### config.mk
export PLATFORM = sky130hd
export DESIGN_NAME = tx_bitstuff_serializer
export DESIGN_NICKNAME = d
export VERILOG_FILES = /design/src/rtl/usb_tx_pkg.sv /design/src/rtl/tx_bit_timer.sv /design/src/rtl/tx_bitstuff_serializer.sv
export SDC_FILE = /design/constraint.sdc
export NUM_CORES = 1
export LEC_CHECK = 0
export CAP_MARGIN = 25
export CORE_ASPECT_RATIO = 0.8
export CORE_UTILIZATION = 57
export CTS_CLUSTER_DIAMETER = 100
export CTS_CLUSTER_SIZE = 10
export DETAILED_ROUTE_END_ITERATION = 7
export GPL_ROUTABILITY_DRIVEN = 0
export HOLD_SLACK_MARGIN = 0.05
export PLACE_DENSITY = 0.77
export SETUP_SLACK_MARGIN = 0.4
export SYNTH_ARGS = -nofsm -noshare
export SYNTH_HDL_FRONTEND = slang
export SYNTH_SLANG_ARGS = --single-unit
### constraint.sdc
create_clock -name clk -period 2.74 [get_ports clk]
set_clock_uncertainty 0.2 [all_clocks]
set_input_delay 0.548 -clock clk [delete_from_list [all_inputs] [get_ports clk]]
set_output_delay 0.548 -clock clk [all_outputs]
set_load 0.05 [all_outputs]
### src/rtl/usb_tx_pkg.sv
// Shared definitions for the USB transmit path: FSM state encoding and
// the fixed protocol constants used by the bit-stuffing serializer.
package usb_tx_pkg;

   typedef enum logic [2:0] {
      IDLE,
      SYNC,
      DATA,
      STUFF,
      EOP,
      EOP_IDLE
   } tx_state_e;

   // Sync byte, sent LSB first as 0000_0001
   localparam logic [7:0] SYNC_PATTERN = 8'h80;
   // Number of SE0 bit periods that make up end-of-packet
   localparam int         EOP_SE0_BITS = 2;
   // Consecutive ones that force a stuffed zero
   localparam int         STUFF_RUN    = 6;

endpackage

### src/rtl/tx_bit_timer.sv
// Bit-period timer: counts 0..CLKS_PER_BIT-1 and wraps, strobing on the
// last count. restart forces the count back to 0 so a new packet starts
// on a fresh, full-length bit period.
module tx_bit_timer #(
   parameter int CLKS_PER_BIT = 8
) (
   input  logic clk,
   input  logic rst,
   input  logic restart,
   output logic bit_strobe
);

   localparam int            CW   = $clog2(CLKS_PER_BIT);
   localparam logic [CW-1:0] LAST = CW'(CLKS_PER_BIT - 1);

   logic [CW-1:0] cnt_q;
   logic [CW-1:0] cnt_d;

   // Next count: wrap at the end of a bit period or on restart
   always_comb begin
      cnt_d = cnt_q + CW'(1);
      if (restart || (cnt_q == LAST)) begin
         cnt_d = '0;
      end
   end

   // Count register
   always_ff @(posedge clk) begin
      if (rst) begin
         cnt_q <= '0;
      end else begin
         cnt_q <= cnt_d;
      end
   end

   assign bit_strobe = (cnt_q == LAST);

endmodule

### src/rtl/tx_bitstuff_serializer.sv
// USB transmit serializer with bit stuffing. Bytes are taken from a
// one-deep holding register into a shift register and sent LSB first as
// raw bits for the downstream NRZI encoder. After six consecutive ones a
// zero is stuffed; a packet ends with two SE0 bit periods and one idle
// J bit period. Running out of bytes before the final one aborts the
// packet with an EOP and a one-cycle tx_underrun pulse.
// Build option: define SYNC_GEN_EN to have the block emit the sync byte
// itself ahead of the first payload byte; otherwise upstream sends it.
module tx_bitstuff_serializer
   import usb_tx_pkg::*;
#(
   parameter int CLKS_PER_BIT = 8
) (
   input  logic       clk,
   input  logic       rst,
   input  logic [7:0] in_data,
   input  logic       in_last,
   input  logic       in_valid,
   output logic       in_ready,
   output logic       tx_data,
   output logic       tx_eop,
   output logic       busy,
   output logic       tx_underrun
);

   localparam logic [2:0] STUFF_N  = 3'(STUFF_RUN);
   localparam logic [1:0] EOP_LAST = 2'(EOP_SE0_BITS - 1);

   // Run length of ones after sending bit b; saturates at the stuff threshold
   function automatic logic [2:0] next_ones(input logic [2:0] run, input logic b);
      if (!b) return 3'd0;
      if (run >= STUFF_N) return STUFF_N;
      return run + 3'd1;
   endfunction

   tx_state_e  state_q, state_d;
   logic [7:0] shift_q, shift_d;
   logic [2:0] bit_idx_q, bit_idx_d;
   logic [2:0] ones_q, ones_d;
   logic       last_q, last_d;
   logic [7:0] hold_q, hold_d;
   logic       hold_last_q, hold_last_d;
   logic       hold_full_q, hold_full_d;
   logic [1:0] eop_cnt_q, eop_cnt_d;
   logic       tx_data_q, tx_data_d;
   logic       tx_eop_q, tx_eop_d;
   logic       underrun_q, underrun_d;
   logic       rdy_en_q;

   logic       accept;
   logic       bit_strobe;
   logic       restart;
   logic       ld_en;
   logic [7:0] ld_byte;
   logic       ld_last;
   tx_state_e  ld_state;
   logic       eop_en;

   assign accept  = in_valid & in_ready;
   assign restart = (state_q == IDLE) & ld_en;

   tx_bit_timer #(
      .CLKS_PER_BIT(CLKS_PER_BIT)
   ) u_bit_timer (
      .clk       (clk),
      .rst       (rst),
      .restart   (restart),
      .bit_strobe(bit_strobe)
   );

   // Next-state logic: byte intake, bit sequencing, stuffing and EOP framing
   always_comb begin
      state_d     = state_q;
      shift_d     = shift_q;
      bit_idx_d   = bit_idx_q;
      ones_d      = ones_q;
      last_d      = last_q;
      hold_d      = hold_q;
      hold_last_d = hold_last_q;
      hold_full_d = hold_full_q;
      eop_cnt_d   = eop_cnt_q;
      tx_data_d   = tx_data_q;
      tx_eop_d    = tx_eop_q;
      underrun_d  = 1'b0;
      ld_en       = 1'b0;
      ld_byte     = hold_q;
      ld_last     = hold_last_q;
      ld_state    = DATA;
      eop_en      = 1'b0;

      if (accept) begin
         hold_d      = in_data;
         hold_last_d = in_last;
         hold_full_d = 1'b1;
      end

      case (state_q)
         IDLE: begin
            tx_data_d = 1'b1;
            tx_eop_d  = 1'b0;
`ifdef SYNC_GEN_EN
            // The first byte waits in the holding register behind the sync byte
            if (hold_full_q || accept) begin
               ld_en    = 1'b1;
               ld_byte  = SYNC_PATTERN;
               ld_last  = 1'b0;
               ld_state = SYNC;
            end
`else
            if (hold_full_q) begin
               ld_en       = 1'b1;
               hold_full_d = 1'b0;
            end else if (accept) begin
               // Pass straight through to the shift register
               ld_en       = 1'b1;
               ld_byte     = in_data;
               ld_last     = in_last;
               hold_full_d = 1'b0;
            end
`endif
         end
         SYNC, DATA, STUFF: begin
            if (bit_strobe) begin
               if ((state_q != STUFF) && (ones_q == STUFF_N)) begin
                  state_d   = STUFF;
                  tx_data_d = 1'b0;
                  ones_d    = 3'd0;
               end else if (bit_idx_q != 3'd7) begin
                  state_d   = (state_q == STUFF) ? DATA : state_q;
                  tx_data_d = shift_q[0];
                  shift_d   = {1'b0, shift_q[7:1]};
                  bit_idx_d = bit_idx_q + 3'd1;
                  ones_d    = next_ones(ones_q, shift_q[0]);
               end else if (last_q) begin
                  eop_en = 1'b1;
               end else if (hold_full_q) begin
                  ld_en       = 1'b1;
                  hold_full_d = 1'b0;
               end else begin
                  eop_en     = 1'b1;
                  underrun_d = 1'b1;
               end
            end
         end
         EOP: begin
            if (bit_strobe) begin
               if (eop_cnt_q == EOP_LAST) begin
                  state_d  = EOP_IDLE;
                  tx_eop_d = 1'b0;
                  tx_data_d = 1'b1;
               end else begin
                  eop_cnt_d = eop_cnt_q + 2'd1;
               end
            end
         end
         EOP_IDLE: begin
            if (bit_strobe) begin
               state_d = IDLE;
            end
         end
         default: state_d = IDLE;
      endcase

      if (ld_en) begin
         state_d   = ld_state;
         shift_d   = {1'b0, ld_byte[7:1]};
         tx_data_d = ld_byte[0];
         bit_idx_d = 3'd0;
         last_d    = ld_last;
         ones_d    = next_ones(ones_q, ld_byte[0]);
      end

      if (eop_en) begin
         state_d   = EOP;
         tx_data_d = 1'b1;
         tx_eop_d  = 1'b1;
         eop_cnt_d = 2'd0;
         ones_d    = 3'd0;
      end
   end

   // Control state, counters and registered outputs
   always_ff @(posedge clk) begin
      if (rst) begin
         state_q     <= IDLE;
         bit_idx_q   <= 3'd0;
         ones_q      <= 3'd0;
         hold_full_q <= 1'b0;
         eop_cnt_q   <= 2'd0;
         tx_data_q   <= 1'b1;
         tx_eop_q    <= 1'b0;
         underrun_q  <= 1'b0;
         rdy_en_q    <= 1'b0;
      end else begin
         state_q     <= state_d;
         bit_idx_q   <= bit_idx_d;
         ones_q      <= ones_d;
         hold_full_q <= hold_full_d;
         eop_cnt_q   <= eop_cnt_d;
         tx_data_q   <= tx_data_d;
         tx_eop_q    <= tx_eop_d;
         underrun_q  <= underrun_d;
         rdy_en_q    <= 1'b1;
      end
   end

   // Byte payload registers; only meaningful while their valid flags are set
   always_ff @(posedge clk) begin
      shift_q     <= shift_d;
      last_q      <= last_d;
      hold_q      <= hold_d;
      hold_last_q <= hold_last_d;
   end

   assign in_ready    = rdy_en_q & ~hold_full_q & ~rst;
   assign tx_data     = tx_data_q;
   assign tx_eop      = tx_eop_q;
   assign busy        = (state_q != IDLE);
   assign tx_underrun = underrun_q;

endmodule

# [Word-level counts from Yosys, hierarchy flattened]
# Index checks and enable logic that the tools add are counted.
[word_totals] ff_bits=36 input_bits=12
[classes] magnitude_cmp=1 n_addsub=4 n_reduce_logical=25 n_mux=84 eq_ne=33 bitwise=11
[op_table] operator="$mux W3" n=22
[op_table] operator="$mux W1" n=49
[op_table] operator="$mux W7" n=5
[op_table] operator="$ne A3 B3 Y1 const B" n=10
[op_table] operator="$mux W8" n=3
[op_table] operator="$ne A4 B4 Y1 const B" n=6
[op_table] operator="$reduce_and A7 Y1" n=3
[op_table] operator="$eq A3 B3 Y1 const B" n=4
[op_table] operator="$ne A2 B2 Y1 const B" n=6
[op_table] operator="$pmux W3 S4" n=1
[op_table] operator="$ne A5 B5 Y1 const B" n=2
[op_table] operator="$add A3 B1 Y3 const B" n=3
[op_table] operator="$reduce_and A3 Y1" n=3
[op_table] operator="$reduce_bool A3 Y1" n=3
[op_table] operator="$reduce_and A4 Y1" n=2
[op_table] operator="$not A1 Y1" n=7
[op_table] operator="$eq A3 B2 Y1 const B" n=2
[op_table] operator="$pmux W1 S2" n=3
[op_table] operator="$reduce_bool A2 Y1" n=3
[op_table] operator="$reduce_or A2 Y1" n=3
[op_table] operator="$reduce_or A3 Y1" n=2
[op_table] operator="$reduce_or A6 Y1" n=1
[op_table] operator="$reduce_and A5 Y1" n=1
[op_table] operator="$and A1 B1 Y1" n=4
[op_table] operator="10 further kinds" n=10

# [Longest topological paths before layout]
[logic_depth] depth_word=17 mapped_depth=8 mapped_depth_nobuf=8

# [Hierarchy]
# Synthesis repeated with hierarchy kept, for this count alone.
[hier_totals] hier_cells=183 area_unflattened_um2=1905.6
[modules_own_cells] module="tx_bitstuff_serializer" area_each_um2=1796.7 cells_per_inst=175 n_inst=1
[modules_own_cells] module="tx_bit_timer" area_each_um2=108.9 cells_per_inst=8 n_inst=1

# [Least setup slack after synthesis]
# No wires, ideal clock.
[synth_timing] path_kind="input to output" start="input rst" end="output in_ready" n_path_buf=1 required_ns=1.992 t_arrival_ns=1.899 setup_slack_ns=0.093 path_stages=2 path_cell_list="clkbuf_1 nor3b_1"
[synth_between] elab_chain_cells=2
[synth_rtl] item="start: declaration" line_no="tx_bitstuff_serializer.sv:15" source="input logic rst,"
[synth_rtl] item="$not A1 Y1" line_no="tx_bitstuff_serializer.sv:215" source="assign in_ready = rdy_en_q & ~hold_full_q & ~rst;"
[synth_rtl] item="$and A1 B1 Y1" line_no="tx_bitstuff_serializer.sv:215"
[synth_rtl] item="end: declaration" line_no="tx_bitstuff_serializer.sv:19" source="output logic in_ready,"
# Every way passes these cells.

# [Worst setup path in the final report]
[layout_timing] start="input rst" end="register state_q[1]"
[layout_between] elab_chain_cells=8
[layout_rtl] item="$not A1 Y1" line_no="tx_bitstuff_serializer.sv:215"
[layout_rtl] item="$and A1 B1 Y1" line_no="tx_bitstuff_serializer.sv:215"
[layout_rtl] item="$and A1 B1 Y1" line_no="tx_bitstuff_serializer.sv:59" source="assign accept = in_valid & in_ready;"
[layout_rtl] item="$mux W1" line_no="tx_bitstuff_serializer.sv:113" source="end else if (accept) begin"
[layout_rtl] item="$mux W1" line_no="tx_bitstuff_serializer.sv:110" source="if (hold_full_q) begin"
[layout_rtl] item="$pmux W1 S2" line_no="tx_bitstuff_serializer.sv:97" source="case (state_q)"
[layout_rtl] item="$ne A4 B4 Y1 (no line), or another cell as far along"
[layout_rtl] item="$reduce_and A7 Y1 (no line)"
[layout_rtl] item="end signal: assignment" line_no="tx_bitstuff_serializer.sv:195" source="state_q <= state_d;"
[layout_rtl] item="end: declaration" line_no="tx_bitstuff_serializer.sv:36" source="tx_state_e state_q, state_d;"
# Parallel ways exist; a longest one is shown, timed or not.
# A chain may end at the register's enable or synchronous reset.

==> reports/qor.csv <==
stage,metric,value,unit
run_status,status,"complete, no violations",
pwr,Net Sw Frac,0.332,
pwr,Int Pwr,965,uW
clocking,# clock sinks,36,
grt,initial antenna violation count,0,
sta,minimum clock period,2.30,ns
setup_path,worst-path fanout max,4,
setup_path,slowest cell on the critical path,a222oi_1,
synth,"EDFF count, synth",8,
min_path,Worst Hold Class,flop to flop,
setup_path,Worst EP arrival,2.31,ns
die,die height,54.1,um
sta,"Slew Viols, Final",0,
synth,Cell variety after synth,62,
finish,Post-Route Utilization,0.711,
grt,vias in the first global route,1330,
pwr,pwr/cell area,644,nW/um^2
run,max cap viols,0,
sta,Final TNS setup,0,ns
setup_path,CP startpoint,rst,
synth,mapped cell area,1930,sq um
grt,largest net degree at the start of global routing,18,
setup_path,Max stage delay on crit path,0.58,ns
sta,worst slew pin tran,0.583,ns
setup_path,R2R Setup Slk,0.53,ns
setup_path,r2r startpoint,ones_q[0]$_SDFFE_PP0P_,
finish,# fillers,228,
synth,"area leader, netlist",dfxtp_1,
synth,Syn Inst Count,188,
pwr,Seq pwr share,0.454,
grt,GRT overflow,0,
setup_path,"CP delay by family, top",compound AO/OA/AOI/OAI gates,
die,IO Count,17,
finish,Area Overhead vs Synth,16.1,%
drt,DRT iter0 DRCs,114,
pwr,Static Leakage,0.896,nW
clocking,TritonCTS buffer count,5,
clocking,Worst-path clk slew,0.07,ns
pwr,maximum VDD drop,0.385,mV
pwr,Psw,479,uW
setup_path,Critical Path Sink,state_q[1]$_SDFFE_PP0P_,
synth,Post-Syn Nets,207,
sta,unrepaired setup endpoints after global routing,true,
placed_design,post-DP HPWL,2.77,mm
clocking,clk_lat worst skew,0.28,ns
sta,achievable clock frequency,435,MHz
die,Initial Util,0.612,
setup_path,worst r2r dst,shift_q[0]$_DFFE_PP_,
die,CORE AREA,3150,sq um
drt,number of vias per cell,5.92,
sta,Slew Limit Headroom,0.611,
finish,"Net count, final",225,
pwr,clock share of power,0.246,
clocking,CTS tree,yes,
synth,sequential share of the synthesized area,0.415,
finish,layout cell share with drive strength beyond 1,0.217,
setup_path,CP Depth,6,
synth,Synth Warn #,0,
clocking,H-tree depth,2,
drt,via count,1463,
synth,Synth area leaders,"dfxtp_1 (29%), edfxtp_1 (12%), mux2_2 (5.8%), ha_1 (4.5%), mux2i_1 (4.1%)",
die,number of cell rows,18,
setup_path,worst endpoint required time,2.75,ns
setup_path,buffer and inverter count on the worst path,1,
synth,post-synth top area share,0.290,
drt,drt wl/cell,15.2,um
grt,gr usage total,0.236,
sta,final-report setup violation count,0,
clocking,total setup buffers inserted after CTS,0,
clocking,cts hold-fix bufs,0,
setup_path,Crit. End Element,flop,
die,Chip Width,67.1,um
sta,crit share post-route,0.839,
synth,Async SR Flop Fraction,0,
drt,Final ANT Viol Nets,0,
clocking,clk buf depth,2,
setup_path,Critical Path Source Type,input port,
drt,Detailed Route WL,3.74,mm
setup_path,crit path kind,input port to flop,
sta,endpoints failing hold,0,
drt,# DRC,0,
finish,Antenna Cells,0,
setup_path,cells on worst reg2reg path,6,
clocking,CTS root buf,clkbuf_8,
placed_design,Buffers on Ports,16,
synth,"FF+latch count, synth",36,
drt,First-pass DRT Iterations,5,
synth,main flop type after synthesis,dfxtp_1,
pwr,logic gate share of total power,0.299,
synth,Avg Inst Size Synth,10.3,sq um
die,DIE AREA,3630,sq um
setup_path,CP cell instances,clkdlybuf4s50_1 -> and3b_1 -> nor2_1 -> a222oi_1 -> o31ai_2 -> a211oi_2,
grt,global-route wire length before repair,6.11,mm
==> layer usage <==
layer / track usage / vias to the layer above / wire length (um)
met5: 0 / - / 0
met4: 0.0887 / 0 / 61
met3: 0.0530 / 8 / 178
met2: 0.377 / 41 / 1730
met1: 0.311 / 686 / 1770
li1: - / 728 / -
==> stage by stage <==
step	hold WS [ns]	instance area [sq um]	total power [mW]	instances	worst slack, ns
after floorplan	0.199	1940	0.996	188	0.584
after global placement	0.208	2140	1.07	239	0.203
after detailed placement	0.213	2140	1.09	239	0.157
after CTS	0.223	2230	1.45	247	0.409
after global routing	0.233	2240	1.51	247	0.360
final	0.224	2240	1.44	247	0.440
==> flip-flops by register name, summed over array words and instances, names as in the netlist <==
register / count
eop_cnt_q: 2
bit_idx_q: 3
tx_underrun: 1
hold_full_q: 1
ones_q: 3
shift_q: 7
u_bit_timer.cnt_q: 3
state_q: 3
last_q: 1
rdy_en_q: 1
tx_data: 1
hold_last_q: 1
tx_eop: 1
hold_q: 8
==> kinds of logic after synthesis <==
group           count (synthesis)  share of synthesized area
simple gates                   59                      0.186
mux                            18                     0.0998
buf+inv                        20                     0.0505
flops                          36                      0.415
xor+xnor                        3                     0.0136
fa+ha+maj                       7                     0.0454
compound gates                 45                      0.190
==> repair_timing <==
action                                  in CTS  in global routing
gates resized for setup                      2                  2
endpoints found under the setup margin      13                 14
pin swaps                                    0                  1
==> final cells by class <==
class	count	area (sq um)	area share
clock buffer	5	68.8	0.0307
clock inverter	3	13.8	0.00614
inverter	10	37.5	0.0167
multi-input combinational	132	1050	0.469
sequential	36	802	0.358
tap	40	50.0	0.0223
timing repair buffer	21	218	0.0971
==> power groups by stage <==
stage / logic [mW] / registers, mW / clock network (mW)
finish: 0.432 / 0.656 / 0.356
global placement: 0.404 / 0.663 / 0
detailed placement: 0.424 / 0.667 / 0
floorplan: 0.357 / 0.639 / 0
global route: 0.470 / 0.663 / 0.379
CTS: 0.429 / 0.656 / 0.362
==> cell usage after synthesis (2+ instances only) <==
cell type,count
a41o_1,2
nand2_1,17
nor2_4,2
a211oi_1,2
buf_4,3
nor2_1,11
inv_2,2
and3_1,2
nor3_1,6
and2_1,2
nor3_4,2
nand4b_1,3
inv_1,8
ha_1,7
buf_2,3
mux2i_1,8
xor2_1,2
nand2b_1,2
dfxtp_1,28
edfxtp_1,8
a21boi_1,2
mux2_2,10
o21ai_0,9
a21oi_1,7
clkbuf_1,3
==> layout by cell type, fill, tap and decap left out, drive strengths merged, types with 2 or more instances in the layout <==
master / count
nand2: 18
clkdlybuf4s50: 14
mux2: 10
nor3: 8
nand4b: 3
clkbuf: 5
a21oi: 8
and3: 2
clkinv: 3
dfxtp: 28
a41o: 2
a211oi: 4
a21boi: 2
and2: 2
ha: 7
o21ai: 10
inv: 10
edfxtp: 8
xor2: 2
buf: 7
nor3b: 2
nor2: 14
mux2i: 8
nand2b: 2
o22ai: 2
==> worst min path at each step <==
stage	cells after the start	start	endpoint	slack, ns
floorplan	1	u_bit_timer.cnt_q[0]$_SDFF_PP0_	u_bit_timer.cnt_q[0]$_SDFF_PP0_	0.20
global route	1	u_bit_timer.cnt_q[0]$_SDFF_PP0_	u_bit_timer.cnt_q[0]$_SDFF_PP0_	0.23
global placement	1	u_bit_timer.cnt_q[0]$_SDFF_PP0_	u_bit_timer.cnt_q[0]$_SDFF_PP0_	0.21
CTS	1	u_bit_timer.cnt_q[0]$_SDFF_PP0_	u_bit_timer.cnt_q[0]$_SDFF_PP0_	0.22
finish	1	u_bit_timer.cnt_q[0]$_SDFF_PP0_	u_bit_timer.cnt_q[0]$_SDFF_PP0_	0.22
detailed placement	1	u_bit_timer.cnt_q[0]$_SDFF_PP0_	u_bit_timer.cnt_q[0]$_SDFF_PP0_	0.21
(Power assumes the default switching activity.)
